[src/rtl/tt_um_sumador.sv]
// Registered 4-bit ripple-carry adder with carry/overflow/zero flags and a sticky VALID bit.
// Optional subtract mode (uio_in[1]) is compiled in when SUMADOR_SUB_EN is defined.
module tt_um_sumador #(
    parameter int NBITS = 4
) (
    input  logic       clk,
    input  logic       rst_n,
    input  logic       ena,
    input  logic [7:0] ui_in,
    input  logic [7:0] uio_in,
    output logic [7:0] uo_out,
    output logic [7:0] uio_out,
    output logic [7:0] uio_oe
);

    logic             sub_mode;
    logic             unused_bits;
    logic [NBITS-1:0] op_a;
    logic [NBITS-1:0] op_b;
    logic [NBITS-1:0] b_eff;
    logic [NBITS-1:0] sum_w;
    logic [NBITS:0]   carry;

`ifdef SUMADOR_SUB_EN
    assign sub_mode    = uio_in[1];
    assign unused_bits = ^uio_in[7:2];
`else
    assign sub_mode    = 1'b0;
    assign unused_bits = ^uio_in[7:1];
`endif

    assign op_a = ui_in[NBITS-1:0];
    assign op_b = ui_in[NBITS+3:4];

    // Subtraction is A + ~B + 1: invert B and force the chain's carry-in high.
    assign b_eff    = sub_mode ? ~op_b : op_b;
    assign carry[0] = sub_mode ? 1'b1 : uio_in[0];

    generate
        for (genvar gi = 0; gi < NBITS; gi++) begin : g_fa
            assign sum_w[gi]   = op_a[gi] ^ b_eff[gi] ^ carry[gi];
            assign carry[gi+1] = (op_a[gi] & b_eff[gi]) | (carry[gi] & (op_a[gi] ^ b_eff[gi]));
        end
    endgenerate

    logic [NBITS-1:0] sum_reg,   sum_next;
    logic             cout_reg,  cout_next;
    logic             ovf_reg,   ovf_next;
    logic             zero_reg,  zero_next;
    logic             valid_reg, valid_next;

    always_comb begin
        sum_next   = sum_reg;
        cout_next  = cout_reg;
        ovf_next   = ovf_reg;
        zero_next  = zero_reg;
        valid_next = valid_reg;
        if (ena) begin
            sum_next   = sum_w;
            cout_next  = carry[NBITS];
            ovf_next   = carry[NBITS-1] ^ carry[NBITS];
            zero_next  = (sum_w == '0);
            valid_next = 1'b1;
        end
    end

    // Reset wins over a same-edge capture, so operands present during reset are dropped.
    always_ff @(posedge clk) begin
        if (!rst_n) begin
            sum_reg   <= '0;
            cout_reg  <= 1'b0;
            ovf_reg   <= 1'b0;
            zero_reg  <= 1'b0;
            valid_reg <= 1'b0;
        end else begin
            sum_reg   <= sum_next;
            cout_reg  <= cout_next;
            ovf_reg   <= ovf_next;
            zero_reg  <= zero_next;
            valid_reg <= valid_next;
        end
    end

    assign uo_out  = {valid_reg, zero_reg, ovf_reg, cout_reg, sum_reg};
    assign uio_out = 8'h00;
    assign uio_oe  = 8'h00;

endmodule

[config.mk]
export PLATFORM = sky130hd
export DESIGN_NAME = tt_um_sumador
export DESIGN_NICKNAME = d
export VERILOG_FILES = /design/src/rtl/tt_um_sumador.sv
export SDC_FILE = /design/constraint.sdc
export NUM_CORES = 1
export LEC_CHECK = 0
export CORE_MARGIN = 2
export CORE_UTILIZATION = 32
export DETAILED_ROUTE_END_ITERATION = 10
export PLACE_DENSITY = 0.85
export SLEW_MARGIN = 20
export SYNTH_ARGS = -nofsm -noshare
export SYNTH_HDL_FRONTEND = slang
export SYNTH_SLANG_ARGS = --single-unit
[constraint.sdc]
create_clock -name clk -period 2.9 [get_ports clk]
set_clock_uncertainty 0.05 [all_clocks]
set_input_delay 0.58 -clock clk [delete_from_list [all_inputs] [get_ports clk]]
set_output_delay 0.58 -clock clk [all_outputs]
set_load 0.1 [all_outputs]
# Yosys cells after proc, flatten, opt, wreduce, memory -nomap -nowiden

Cells that the tools add are included.

Memory bits (writable): 0
Memories: 0
Bits in latches: 0
Memory bits (read-only): 0
Bits in registers: 8
Output and inout port bits: 24

Reduce and logical (&&, ||, !) cells: 1
Divide/modulo/power cells: 0
Multipliers: 0
Add/subtract/negate cells: 0
Shifts and indexed selects: 0
Magnitude comparators: 0
Equal/unequal tests: 0
Bitwise operators: 21
Multiplexer cells: 0

Operators with widths:

| cell            | count |
|---|---|
| $xor 1x1->1     | 9 |
| $and 1x1->1     | 8 |
| $logic_not 4->1 | 1 |
| $or 1x1->1      | 4 |

# Depth between registers and ports, before layout

Gate-level depths: netlist (run 1).

Depth in word-level cells: 10
Gate-level depth with buffers: 7
Depth with buffers taken out: 7

# Worst setup path after synthesis (run 1)

OpenSTA, ideal clock, no wires.

Kind: in2reg
Start point: in ui_in[0]
End point: reg zero_reg
Path slack: 245 ps
Data required time: 2781 ps
Stages on the path: 7
Data arrival time: 2536 ps
Library setup time: 69 ps
Path through: fa_1 fa_1 fa_1 inv_1 fa_1 or4b_1 o21ai_1

Word-level cells in the longest chain between the ends: 9

RTL lines:

| item                 | line   | source |
|---|---|---|
| from (decl)          | 9      | `input logic [7:0] ui_in,` |
| $xor 1x1->1          | 41, 42 |  |
| $and 1x1->1          | 42     | `assign carry[gi+1] = (op_a[gi] & b_eff[gi]) \| (carry[gi] & (op_a[gi] ^ b_eff[gi]));` |
| $or 1x1->1           | 42     |  |
| $and 1x1->1          | 42     |  |
| $or 1x1->1           | 42     |  |
| $and 1x1->1          | 42     |  |
| $or 1x1->1           | 42     |  |
| $xor 1x1->1          | 41     | `assign sum_w[gi] = op_a[gi] ^ b_eff[gi] ^ carry[gi];` |
| $logic_not 4->1 *    | 62     | `zero_next = (sum_w == '0);` |
| to (signal assigned) | 79     | `zero_reg <= zero_next;` |
| to (decl)            | 49     | `logic zero_reg, zero_next;` |

Every way passes the cells marked *; elsewhere a longest branch is shown, timed or not.
A chain may end at the register's enable or synchronous reset.

# Worst setup path after layout (run 1)

Same ends and word-level chain as after synthesis.

==> results of run 1 <==
[routing by layer]
metal,GRT usage,share of wire,up-vias
met1,0.0911,0.38,171
met4,0.106,0.031,0
met5,0,0,-
li1,-,-,173
met3,0.0200,0.093,3
met2,0.171,0.50,26
[how the worst max path moves through the flow]
stage | from | endpoint | slack, ns
6_report | ui_in[0] | zero_reg | 0.10
5_1_grt | ui_in[0] | zero_reg | 0.03
4_1_cts | ui_in[0] | zero_reg | 0.005
3_5_place_dp | ui_in[0] | zero_reg | -0.32
3_3_place_gp | ui_in[0] | zero_reg | -0.27
2_1_floorplan | ui_in[0] | zero_reg | 0.24
[worst max-delay path, delay by kind of cell]
kind                     cells  cell delay [ns]
AO/OA/AOI/OAI                1             0.15
adder cells (fa/ha/maj)      4             1.27
buffers and inverters        2             0.50
AND/OR/NAND/NOR              1             0.43
[power groups by stage]
stage	registers, W	clock network [W]	logic [W]
finish	0.000125	0.0000863	0.000233
global route	0.000126	0.0000968	0.000241
CTS	0.000125	0.0000902	0.000232
detailed placement	0.000128	0	0.000232
global placement	0.000127	0	0.000229
floorplan	0.000167	0	0.000173
[synth_stat cells]
cell / number
sky130_fd_sc_hd__dfxtp_1: 8
sky130_fd_sc_hd__nand2_1: 3
sky130_fd_sc_hd__buf_2: 1
sky130_fd_sc_hd__nor2b_1: 3
sky130_fd_sc_hd__conb_1: 1
sky130_fd_sc_hd__fa_1: 4
sky130_fd_sc_hd__clkbuf_1: 1
sky130_fd_sc_hd__o21ai_0: 1
sky130_fd_sc_hd__nand3b_1: 2
sky130_fd_sc_hd__xor2_1: 1
sky130_fd_sc_hd__or4b_1: 1
sky130_fd_sc_hd__o211a_1: 2
sky130_fd_sc_hd__o21ai_1: 1
sky130_fd_sc_hd__o21a_1: 1
sky130_fd_sc_hd__buf_4: 20
sky130_fd_sc_hd__mux2i_1: 3
sky130_fd_sc_hd__inv_1: 3
[cell type report]
type,instances,area [um2],share of cell area
Timing Repair Buffer,20,178,0.265
Multi-Input combinational cell,38,279,0.416
Clock buffer,3,22.5,0.0336
Sequential cell,8,160,0.239
Inverter,3,11.3,0.0168
Tap cell,16,20.0,0.0299
[logic make-up after synthesis]
group                    synth area share
AO/OA/AOI/OAI                      0.0688
XOR/XNOR                           0.0161
adder cells (fa/ha/maj)             0.147
buffers and inverters               0.312
flip-flops                          0.294
multiplexers                       0.0550
other                             0.00687
AND/OR/NAND/NOR                     0.101
[stage by stage]
stage	hold WS [ns]	utilization	area, um2	TNS, ns
after CTS	0.422	0.427	666	0
final	0.413	0.430	671	0
after detailed placement	0.409	0.411	641	-0.609
after floorplan	0.392	-	602	0
after global routing	0.436	0.430	671	0
after global placement	0.402	0.411	641	-0.469
[repair_timing]
item | in CTS | in global routing
pin swaps | 0 | 1
gates resized for setup | 1 | 2
gates cloned | 0 | 0
setup endpoints to repair | 1 | 1
==> metrics.md, run 1 <==
| Metric | Value |
|---|---|
| Outcome | `completed` |
| CTS Root Buffer Type | `sky130_fd_sc_hd__clkbuf_4` |
| Flip-flop and latch count after synthesis | `8` |
| Share of cells above drive strength 1 | `0.208` |
| Hold Crit Endpoint | `valid_reg` |
| Overall routing resource usage | `0.0991` |
| Number of library cell types mapped by synthesis | `17` |
| Setup slack of the most critical reg-to-reg path | `2.22 ns` |
| Leakage dissipation | `0.327 nW` |
| Non-filler instance count after layout | `88` |
| Flip-flop count of the largest register after layout | `4` |
| Ordered list of cells on the worst path | `clkdlybuf4s50_1 -> fa_2 -> fa_2 -> fa_2 -> inv_1 -> fa_1 -> or4b_1 -> o21ai_1` |
| Reg-to-reg critical path endpoint | `sum_reg[3]` |
| Internal power of the cells | `0.000213 W` |
| Final routed DRC violation total | `0` |
| Largest cells by area after synthesis | `sky130_fd_sc_hd__dfxtp_1, sky130_fd_sc_hd__buf_4, sky130_fd_sc_hd__fa_1` |
| Power Total | `0.000444 W` |
| Antenna Cells | `0` |
| Number of cells traversed by the worst register-to-register path | `1` |
| Category of the critical setup timing path | `primary input to register` |
| DIE HEIGHT | `45.3 um` |
| Largest net degree at the start of global routing | `12` |
| H-tree Lvls | `1` |
| Part of the power in registers | `0.282` |
| CP Max Fanout | `2` |
| Minimum clock period | `2.80 ns` |
| Via count of the routed design | `~370` |
| Post-CTS Setup Inserts | `0` |
| Reg-to-Reg Start | `sum_reg[3]` |
| Placed instance count | `85` |
| Length of the first detailed-routing pass in iterations | `4` |
| Power Dens Cells | `663 mW/mm2` |
| Nets | `97` |
| Startpoint of the most critical hold path | `valid_reg` |
| Post-synthesis cell area | `around 550 um2` |
| Worst slack at placement | `-0.319 ns` |
| Number of buffers created by CTS | `3` |
| Worst stage delay on the critical path | `0.43 ns` |
| Top library cells by usage in the layout, fill and taps aside | `sky130_fd_sc_hd__conb_1, sky130_fd_sc_hd__clkdlybuf4s50_1, sky130_fd_sc_hd__buf_4, sky130_fd_sc_hd__dfxtp_1` |
| Worst-case clock buffer depth | `2` |
| Wirelength per Cell | `just over 10 um` |
| Synthesized netlist cell count | `56` |
| Maximum resistive drop on vdd | `between 0.2 and 0.3 mV` |
| Max_cap viols | `0` |
| DPL Wire Length | `766 um` |
| Number of clock sinks | `8` |
| Pins over their slew limit | `0` |
| Clock insertion delay at the later pin of the skew report | `0.26 ns` |
| Smallest setup slack after layout | `0.103 ns` |
| Wire length of the first global-routing pass | `~1.4 mm` |
| Logic pwr share | `0.524` |
| Layout-stage area growth over the synthesis result | `22.9%` |
| Sequential fraction of the synthesis area | `0.294` |
| Endpoint arrival time on the critical path | `2.93 ns` |
| Initial Util | `0.350` |
| Hold-fix buffers, CTS | `0` |
| Post-Syn Area per Cell | `9.74 um2` |
| Number of antenna violations at the first check in global routing | `0` |
| Most common library cell in the layout ignoring fill and taps | `sky130_fd_sc_hd__conb_1` |
| Buffers on Ports | `19` |
| Worst setup SP type | `primary input` |
| Clock-pin slew reported for the worst setup and hold paths after clock tree synthesis | `0.05 ns` |
| Highest attainable clock frequency | `around 0.36 GHz` |
| Sum of routed wire length over all layers | `902 um` |
| DRT iter0 DRCs | `4` |
| Core Area | `0.00156 mm2` |
| Library cell with the largest summed area after synthesis | `sky130_fd_sc_hd__dfxtp_1` |
| Clock tree from TritonCTS | `built` |
| Setup repair after global routing missed its margin | `no` |
| Global placer's final weighted congestion | `0.639` |
| Endpoint class of the critical path | `register` |
| Area of the die | `between 0.002 and 0.0025 mm2` |
| Drt via density | `roughly 4.2` |
| Count of antenna-violating nets left after detailed routing | `0` |
| Hold/Removal Path Class | `register to register` |
| Most Frequent Cell on Critical Path | `sky130_fd_sc_hd__fa_2` |
| Overflow after GRT | `0` |
| Filler cell count | `161` |
| Net Switching | `about 0.00023 W` |
| Hold depth | `1` |
| Fraction of power spent switching nets | `0.520` |
| Clk network pwr share | `0.194` |
| Row Count | `14` |
| Final hold violations | `0` |
| Share of the clock period used by the worst path | `0.964` |
| Number of global-route vias before repair | `334` |
| Top Ports | `43` |
| Critical Path RT | `3.04 ns` |
| Area share of the largest cell type after synthesis | `0.294` |
| Cell type of the slowest stage on the worst timing path | `sky130_fd_sc_hd__clkdlybuf4s50_1` |
| Yosys synthesis warning count | `0` |
| Setup violators final | `0` |
| Horiz. Die Dim | `45.3 um` |
(Power assumes the default switching activity.)
==> run 2: changes to the inputs <==
- MAX_ROUTING_LAYER: not set -> met4
==> results of run 2 <==
Final layout, timing and power as in run 1 (identical DEF).
Among the figures that moved: final weighted congestion in routability-driven placement 0.639 -> 0.644; overall routing resource usage 0.0991 -> 0.102
==> run 3: changes to the inputs <==
- CORE_ASPECT_RATIO: not set -> 1.25
==> run 3 against run 2 <==
Highest routed layer unchanged. Critical path depth stayed put. Register-to-register slack hardly changed. Total power shrank 0.33%. Largest power group unchanged. Sequential power is essentially flat. Critical path type unchanged. Maximum frequency fell by 0.86%.
==> metrics.md, run 3 (same netlist as run 1, synthesis figures left out) <==
| Metric | Value |
|---|---|
| Leakage dissipation | `0.327 nW (about the same)` |
| Category of the critical setup timing path | `primary input to register` |
| Setup slack of the most critical reg-to-reg path | `2.23 ns (about the same)` |
| Length of the first detailed-routing pass in iterations | `2 (-2)` |
| Nets | `97 (unchanged)` |
| Initial Util | `0.345 (-0.00498)` |
| Number of clock sinks | `8 (unchanged)` |
| Outcome | `completed` |
| Power Dens Cells | `658 mW/mm2 (-0.70%)` |
| Placed instance count | `87 (+2.4%)` |
| Largest net degree at the start of global routing | `12 (unchanged)` |
| Via count of the routed design | `357 (-4.3%)` |
| Overall routing resource usage | `0.0883` |
| DRT iter0 DRCs | `1 (-3)` |
| Pins over their slew limit | `0 (unchanged)` |
| Count of antenna-violating nets left after detailed routing | `0 (unchanged)` |
| Number of global-route vias before repair | `285 (-15%)` |
| Post-CTS Setup Inserts | `0 (unchanged)` |
| Wirelength per Cell | `9.08 um (-11%)` |
| Number of antenna violations at the first check in global routing | `0 (unchanged)` |
| Endpoint class of the critical path | `register` |
| Horiz. Die Dim | `40.9 um (-9.6%)` |
| Buffers on Ports | `19 (unchanged)` |
| Overflow after GRT | `0 (unchanged)` |
| Instance area at placement | `643 um2 (+0.39%)` |
| Share of the clock period used by the worst path | `0.973 (+0.00834)` |
| Most common library cell in the layout ignoring fill and taps | `sky130_fd_sc_hd__conb_1` |
| Worst setup SP type | `primary input` |
| Clock-pin slew reported for the worst setup and hold paths after clock tree synthesis | `0.06 ns (about the same)` |
| Sum of routed wire length over all layers | `817 um (-9.4%)` |
| Global placer's final weighted congestion | `about 0.72` |
| Top Ports | `43 (unchanged)` |
| CP Max Fanout | `2 (unchanged)` |
| Highest attainable clock frequency | `0.354 GHz (-0.86%)` |
| CTS Root Buffer Type | `sky130_fd_sc_hd__clkbuf_4` |
| Final-layout worst hold slack | `0.416 ns (+0.00233 ns)` |
| Share of cells above drive strength 1 | `0.208 (unchanged)` |
| Row Count | `16 (+2)` |
| Non-filler instance count after layout | `90 (+2.3%)` |
| Wire length of the first global-routing pass | `1.10 mm (-19%)` |
| Critical Path RT | `3.03 ns (about the same)` |
| Final routed DRC violation total | `0 (unchanged)` |
| Max_cap viols | `0 (unchanged)` |
| Drt via density | `3.97 (-6.4%)` |
| Power Total | `0.000443 W (-0.33%)` |
| Maximum resistive drop on vdd | `0.260 mV (+2.8%)` |
| Endpoint arrival time on the critical path | `2.96 ns (+0.03 ns)` |
| Hold/Removal Path Class | `register to register` |
| Top library cells by usage in the layout, fill and taps aside | `sky130_fd_sc_hd__conb_1, sky130_fd_sc_hd__clkdlybuf4s50_1, sky130_fd_sc_hd__buf_4, sky130_fd_sc_hd__dfxtp_1` |
| DIE HEIGHT | `50.2 um (+11%)` |
| H-tree Lvls | `1 (unchanged)` |
| Flip-flop count of the largest register after layout | `4 (unchanged)` |
| Number of buffers created by CTS | `3 (unchanged)` |
| Final hold violations | `0 (unchanged)` |
| Minimum clock period | `2.82 ns (+0.0242 ns)` |
| Post-route cell area | `673 um2 (+0.37%)` |
| Worst-case clock buffer depth | `2 (unchanged)` |
| Setup repair after global routing missed its margin | `no` |
| Layout-stage area growth over the synthesis result | `23.4%` |
| Core Area | `0.00158 mm2 (+1.4%)` |
| Clock insertion delay at the later pin of the skew report | `0.25 ns (about the same)` |
| Clock tree from TritonCTS | `built` |
| Area of the die | `0.00205 mm2 (about the same)` |
| Hold-fix buffers, CTS | `0 (unchanged)` |
| Setup violators final | `0 (unchanged)` |
| Antenna Cells | `0 (unchanged)` |
==> run 3: cell counts in the layout (fill, tap and decap cells not counted) <==
Identical to the previous run, type by type.
==> run 3: per-layer routing <==
layer / vias up / track usage / part of all wire
met5: - / - / 0
met4: 0 / 0.0833 / 0.020
met3: 2 / 0.0398 / 0.12
met2: 26 / 0.125 / 0.51
met1: 156 / 0.0819 / 0.35
li1: 173 / - / -
==> run 3: cell type report <==
cell class,instances,area (um2)
well taps,18,22.5
clock buffers,3,22.5
fillers,170,908
multi-input cells,38,279
repair buffers,20,178
inverters,3,11.3
flip-flops and latches,8,160
==> run 3: repair_timing <==
item                       CTS  global route
pin swaps                    0             1
setup endpoints to repair    1             1
hold endpoints to repair     0             0
resized for setup            2             1
==> run 3: path summary, 6_finish.rpt <==
check	cells after the start	start	end
max	8	ui_in[0]	zero_reg
min	1	valid_reg	valid_reg
max reg2reg	1	sum_reg[3]	sum_reg[3]
min reg2reg	1	valid_reg	valid_reg
==> run 3: worst max-delay path, cell delays in order <==
cell and delay [ns]:
sky130_fd_sc_hd__clkdlybuf4s50_1 0.43, sky130_fd_sc_hd__fa_2 0.40, sky130_fd_sc_hd__fa_2 0.35, sky130_fd_sc_hd__fa_2 0.37
sky130_fd_sc_hd__inv_1 0.07, sky130_fd_sc_hd__fa_1 0.17, sky130_fd_sc_hd__or4b_1 0.44, sky130_fd_sc_hd__o21ai_1 0.14
==> run 3: power breakdown <==
part           leakage, nW  internal (W)  switching (W)
Combinational        0.247     0.0000459       0.000186
Clock               0.0138     0.0000474      0.0000392
Sequential          0.0661      0.000120     0.00000485
Total                0.327      0.000213       0.000230
==> run 3: per-stage QoR <==
step           worst slack (ns)  TNS (ns)   util
3_3_place_gp             -0.262    -0.454  0.407
5_1_grt                 0.00345         0  0.426
2_1_floorplan             0.245         0      -
6_report                 0.0789         0  0.426
3_5_place_dp             -0.329    -0.586  0.407
4_1_cts                  0.0372         0  0.424
